File: src/rtl/aes_add_round_key_seq.sv
// AES AddRoundKey engine: XORs a block against a snapshotted round key,
// one LANE_W-bit lane per cycle, with valid/ready on both sides.
module aes_add_round_key_seq #(
  parameter int unsigned BLOCK_W  = 128,
  parameter int unsigned LANE_W   = 32,
  parameter int unsigned NUM_KEYS = 11,
  localparam int unsigned IDX_W   = $clog2(NUM_KEYS)
) (
  input  logic               clk,
  input  logic               rst_n,
  input  logic               key_we,
  input  logic [IDX_W-1:0]   key_idx,
  input  logic [BLOCK_W-1:0] key_data,
  input  logic               in_valid,
  output logic               in_ready,
  input  logic [BLOCK_W-1:0] in_state,
  input  logic [IDX_W-1:0]   in_round,
  output logic               out_valid,
  input  logic               out_ready,
  output logic [BLOCK_W-1:0] out_state,
  output logic               out_err
);

  localparam int unsigned BEATS = BLOCK_W / LANE_W;
  localparam int unsigned CNT_W = (BEATS > 1) ? $clog2(BEATS) : 1;

  localparam logic [1:0] ST_IDLE = 2'd0;
  localparam logic [1:0] ST_XOR  = 2'd1;
  localparam logic [1:0] ST_DONE = 2'd2;

  logic [1:0]         r_state, w_state_nxt;
  logic [CNT_W-1:0]   r_beat, w_beat_nxt;
  logic [BLOCK_W-1:0] r_work, w_work_nxt;
  logic [BLOCK_W-1:0] r_key, w_key_nxt;
  logic               r_err, w_err_nxt;
  logic [BLOCK_W-1:0] r_key_tab [NUM_KEYS];

  logic w_round_ok;
  logic w_key_wr_ok;
  logic w_last;

  assign w_round_ok  = (32'(in_round) < NUM_KEYS);
  assign w_key_wr_ok = key_we && (32'(key_idx) < NUM_KEYS);
  assign w_last      = (r_beat == CNT_W'(BEATS - 1));

  // Gated by rst_n so upstream never sees ready while held in reset.
  assign in_ready  = rst_n && (r_state == ST_IDLE);
  assign out_valid = (r_state == ST_DONE);
  assign out_state = r_work;
  assign out_err   = r_err;

  always_comb begin
    w_state_nxt = r_state;
    w_beat_nxt  = r_beat;
    w_work_nxt  = r_work;
    w_key_nxt   = r_key;
    w_err_nxt   = r_err;
    case (r_state)
      ST_IDLE: begin
        if (in_valid) begin
          w_work_nxt  = in_state;
          // Table read happens before this edge's write lands: old key wins.
          w_key_nxt   = w_round_ok ? r_key_tab[in_round] : '0;
          w_err_nxt   = !w_round_ok;
          w_beat_nxt  = '0;
          w_state_nxt = ST_XOR;
        end
      end
      ST_XOR: begin
        for (int unsigned b = 0; b < BEATS; b++) begin
          if (r_beat == CNT_W'(b)) begin
            w_work_nxt[b*LANE_W +: LANE_W] = r_work[b*LANE_W +: LANE_W] ^
                                             r_key[b*LANE_W +: LANE_W];
          end
        end
        w_beat_nxt = r_beat + CNT_W'(1);
        if (w_last) begin
          w_beat_nxt  = '0;
          w_state_nxt = ST_DONE;
        end
      end
      ST_DONE: begin
        if (out_ready) begin
          w_state_nxt = ST_IDLE;
        end
      end
      default: w_state_nxt = ST_IDLE;
    endcase
  end

  always_ff @(posedge clk or negedge rst_n) begin
    if (!rst_n) begin
      r_state <= ST_IDLE;
      r_beat  <= '0;
      r_work  <= '0;
      r_key   <= '0;
      r_err   <= 1'b0;
    end else begin
      r_state <= w_state_nxt;
      r_beat  <= w_beat_nxt;
      r_work  <= w_work_nxt;
      r_key   <= w_key_nxt;
      r_err   <= w_err_nxt;
    end
  end

  always_ff @(posedge clk or negedge rst_n) begin
    if (!rst_n) begin
      for (int unsigned i = 0; i < NUM_KEYS; i++) begin
        r_key_tab[i] <= '0;
      end
    end else if (w_key_wr_ok) begin
      r_key_tab[key_idx] <= key_data;
    end
  end

endmodule
File: config.mk
export PLATFORM = sky130hd
export DESIGN_NAME = aes_add_round_key_seq
export DESIGN_NICKNAME = d
export VERILOG_FILES = /design/src/rtl/aes_add_round_key_seq.sv
export SDC_FILE = /design/constraint.sdc
export NUM_CORES = 2
export LEC_CHECK = 0
export ABC_AREA = 1
export CORE_ASPECT_RATIO = 0.5
export CORE_MARGIN = 1
export CORE_UTILIZATION = 55
export CTS_BUF_LIST = sky130_fd_sc_hd__clkbuf_8
export CTS_CLUSTER_SIZE = 8
export DETAILED_ROUTE_END_ITERATION = 10
export PLACE_DENSITY = 0.77
export SLEW_MARGIN = 0
export SYNTH_ARGS = -nofsm -noshare
export SYNTH_HDL_FRONTEND = slang
export SYNTH_SLANG_ARGS = --single-unit
File: constraint.sdc
create_clock -name clk -period 2.4 [get_ports clk]
set_input_delay 0.48 -clock clk [delete_from_list [all_inputs] [get_ports clk]]
set_output_delay 0.48 -clock clk [all_outputs]
set_load 0.01 [all_outputs]
**Word-level counts from Yosys, hierarchy flattened**

Cells that the tools add are included.
Widths: inputs -> output; s select.

- $add $sub $neg: 1
- Bitwise logic cells: 6
- Reductions and logical operators: 14
- Eq/ne operators: 11
- Order comparisons: 5
- Muxes and demuxes: 20

Operators with widths:

| cell | count |
|---|---|
| $bwmux 1408 | 1 |
| $mux 128 | 5 |
| $bmux 128 s4 | 1 |
| $demux 128 s4 | 1 |
| $pmux 128 s2 | 1 |
| $mux 32 | 4 |
| $xor 32x32->32 | 4 |
| $reduce_and 3->1 | 5 |
| $ge 5x5->1 const B | 2 |
| $mux 2 | 5 |
| $ne 2x2->1 const B | 5 |
| $not 4->5 | 2 |
| $lt 4x4->1 const B | 2 |
| $eq 2x2->1 const B | 3 |
| $pmux 2 s3 | 1 |
| $lt 5x1->1 const B | 1 |
| $eq 2x1->1 const B | 2 |
| $logic_not 2->1 | 2 |
| $pmux 2 s2 | 1 |
| $reduce_and 2->1 | 2 |
| $logic_and 1x1->1 | 3 |
| $add 2x1->2 const B | 1 |
| $ne 2x1->1 const B | 1 |
| $reduce_bool 2->1 | 1 |
| $logic_not 1->1 | 1 |

- Output and inout bits: 131
- Word-level logic and storage cells: 76
- Bits of input ports: 269
- Flip-flop bits (word level): 1669

**Logic depth before layout (Yosys ltp)**

- Depth after elaboration: 6
- Mapped depth: 11
- Depth with buffers taken out: 9

**Worst setup path before layout**

No wires, ideal clock.

- Kind: input to register
- Start point: input port in_round[1]
- End point: register r_key[27]
- Stages on the path: 11
- Path buffers: 3
- Data arrival time: 1664 ps
- Library setup time: 66 ps
- Setup slack: 671 ps
- Data required time: 2334 ps
- Path through: buf_2 nand2_1 inv_1 buf_2 clkbuf_1 nand2_1 o21ai_0 nand2_1 nand2_1 nand2_1 nand2_1

- Longest elaborated chain between the ends: 5

RTL lines:

| item | line | source |
|---|---|---|
| start, declared | 17 | `input logic [IDX_W-1:0] in_round,` |
| $not 4->5 (not written as such) | 63 | `w_key_nxt = w_round_ok ? r_key_tab[in_round] : '0;` |
| $bmux 128 s4 | 63 |  |
| $mux 128 (not written as such) (2 in a row) | 63 |  |
| $mux 128 (*) | 63 |  |
| end signal, assigned | 102 | `r_key <= w_key_nxt;` |
| end, declared | 34 | `logic [BLOCK_W-1:0] r_key, w_key_nxt;` |

Mark *: on every way between the ends. The rest lies on a longest branch, timed or not. The select of a mux whose other input is x is not followed.
A chain may end at the register's enable or synchronous reset.

**Worst setup path in the final report**

- Start point: register r_work[4], in the netlist out_state[4]
- End point: output port out_state[4]

RTL lines:

| item | line | source |
|---|---|---|
| start, declared | 33 | `logic [BLOCK_W-1:0] r_work, w_work_nxt;` |
| start signal, assigned | 101 | `r_work <= w_work_nxt;` |
| end, declared | 20 | `output logic [BLOCK_W-1:0] out_state,` |

No word-level cell between the ends.

==> impl_metrics.json <==
{
  "syn-mean-instance-area_sq_um": 7.79,
  "clock_skew_ns": 0.0627,
  "n_fill_cell": 11826,
  "die_y_um": 267,
  "critical_path.startpoint": "out_state[4]",
  "tns_ns": 0,
  "ant_nets": 0,
  "die-area_sq_mm": 0.142,
  "num_vias": 66244,
  "start_util_pct": 55.8,
  "crit_end": "out_state[4]",
  "crit_arrival_ns": 1.85,
  "multi_input_area_sq_mm": 0.0297,
  "hold_path.class": "in2reg",
  "dp_hpwl_mm": 129,
  "worst_pin_slew_ns": 0.952,
  "setup_viol": 0,
  "final-hold-violation-count": 0,
  "outcome": "finished, final reports clean",
  "layout_common_cells": "nand2_1, o21ai_0, dfrtp_1",
  "core-area_sq_mm": 0.138,
  "startpoint_type": "flip-flop",
  "clk_path_buf_depth": 4,
  "reg2reg_from": "r_state[0]",
  "numCtsBuffers": 244,
  "hold_slack_ns": 0.0928,
  "grt_pass1_wl_mm": 343,
  "slew_viol_final": 0,
  "syn_inst": 9891,
  "wl_per_cell_um": 18.0,
  "synth_edf_count": 0,
  "drt_iter0_drc": 6918,
  "finalWeightedCongestion": 0.820,
  "clock_latency_ns": 0.95,
  "maxCapViolCount": 0,
  "pin_count": 400,
  "rr_worst_depth": 6,
  "layout-drive-gt1-share_pct": 6.13,
  "grt_pass1_vias": 62694,
  "rsz0062_at_grt": "no",
  "period_share_pct": 97.0,
  "grt_remaining_overflow": 0,
  "clock-sinks": 1669,
  "grt_usage_pct": 30.3,
  "synth_cell_type_count": 25,
  "critPathMaxStageDelay_ns": 0.56,
  "leakagePower_uw": 0.0434,
  "antenna_found_initial": 4,
  "die_w_um": 531,
  "syn_area_sq_mm": 0.0770,
  "crit_chain": "clkdlybuf4s50_1",
  "cpMaxStageDelayCell": "clkdlybuf4s50_1",
  "path_depth": 1,
  "htreeDepth": 4,
  "drt_first_pass_iters": 8,
  "ir_worst_vdd_v": 0.000956,
  "postLayoutCoreUtil_pct": 63.4,
  "r2r_slack_ns": 0.18,
  "grt_max_degree": 152,
  "min_period_ns": 2.33,
  "ys_warn_count": 0,
  "path_max_fanout": 4,
  "cp_num_buf_inv": 1,
  "fin_nets": 10233,
  "syn_nets": 10164,
  "synthArstFlopShare_pct": 100,
  "p_per_area_mw_per_mm2": 932,
  "wl_mm": 214,
  "endpoint_kind": "output pin",
  "routed_via_density": 5.57,
  "port_buffers": 399,
  "final_common_cell": "nand2_1",
  "r2r-end": "out_state[79]",
  "path_delay_family": "buffers and inverters",
  "drc_errors": 0,
  "regArea_sq_mm": 0.0418,
  "relSlewSlack_pct": 36.5,
  "root_buffer": "clkbuf_8",
  "rows": 96,
  "yosysSeqAreaShare_pct": 54.2,
  "worstPathRequired_ns": 1.92,
  "area_growth_pct": 13.6,
  "cts_tree": "built",
  "ys_seq_elements": 1669,
  "clk_pin_slew_ns": 0.07,
  "fmax_mhz": 430,
  "crit_type": "reg2out",
  "synth_flop_cell": "dfrtp_1"
}
==> flip-flops by register name, indices dropped and copies added, names as in the netlist <==
register	count
r_key_tab	1408
out_state	128
r_key	128
r_beat	2
r_state	2
out_err	1
==> how the worst min path moves through the flow <==
stage | startpoint | end | slack, ns | depth (start not counted)
final | in_state[70] | out_state[70] | 0.09 | 3
after global placement | r_key_tab[318] | r_key_tab[318] | 0.46 | 2
after detailed placement | r_key_tab[308] | r_key_tab[308] | 0.47 | 2
after global routing | in_state[69] | out_state[69] | 0.05 | 3
after CTS | in_state[70] | out_state[70] | 0.03 | 3
after floorplan | rst_n | out_err | 0.18 | 0
==> what timing repair did <==
action,4_1_cts,5_1_grt
cloned,0,0
hold endpoints to repair,256,0
setup buffers,2,2
hold buffers,1,0
gates resized for setup,50,34
setup endpoints to repair,47,36
==> stage by stage <==
stage,instance area (sq um),power (uW),instances,worst slack (ns)
after floorplan,77000,53300,9891,0.671
after CTS,87400,81900,11893,0.000141
after global placement,83600,60900,11571,0.0208
after detailed placement,83600,62000,11571,-0.00162
after global routing,87500,86900,11896,0.000376
final,87500,81500,11896,0.0729
==> synthesized netlist by cell type (all sizes together) (6+ instances only) <==
cell,number,area share [%]
nand4,6,0.049
o21ai,1729,11
a31oi,96,0.78
dfrtp,1669,54
o211ai,108,1.1
or2,97,0.79
clkbuf,669,3.3
buf,132,0.80
nand3b,56,0.55
a22oi,32,0.31
nor2,454,2.2
inv,686,3.3
nand2,3483,17
nand3,660,4.3
==> area by class of cell <==
cell class	count	area share, %
antenna	1	0.00286
multi-input combinational	6734	33.9
clock inverter	60	0.295
sequential	1669	47.7
timing repair buffer	624	8.36
inverter	687	2.99
clock buffer	259	4.07
tap	1862	2.66
==> per-layer routing <==
metal / part of all wire, % / global-route usage (%) / up-vias
met5: 0.0042 / 0 / -
met4: 2.6 / 8.92 / 2
met3: 7.6 / 5.15 / 359
met2: 45 / 47.8 / 2500
met1: 44 / 43.0 / 31897
li1: - / - / 31486
==> worst reg2reg max path: stages (launching register included) <==
cell and delay (ns):
dfrtp_1 0.42, inv_1 0.11, nor2_4 0.09, inv_4 0.65, buf_4 0.53, nand2_1 0.13
a31oi_1 0.20
==> logic make-up after synthesis <==
kind of cell	share of synthesized area [%]
flip-flops	54.2
buffers and inverters	7.41
AO/OA/AOI/OAI	13.4
adder cells (fa/ha/maj)	0.0650
AND/OR/NAND/NOR	24.9
==> power breakdown <==
part	internal (uW)	switching, uW
registers	35400	4560
clock network	9600	10600
logic	8880	12400
(Power assumes the default switching activity.)
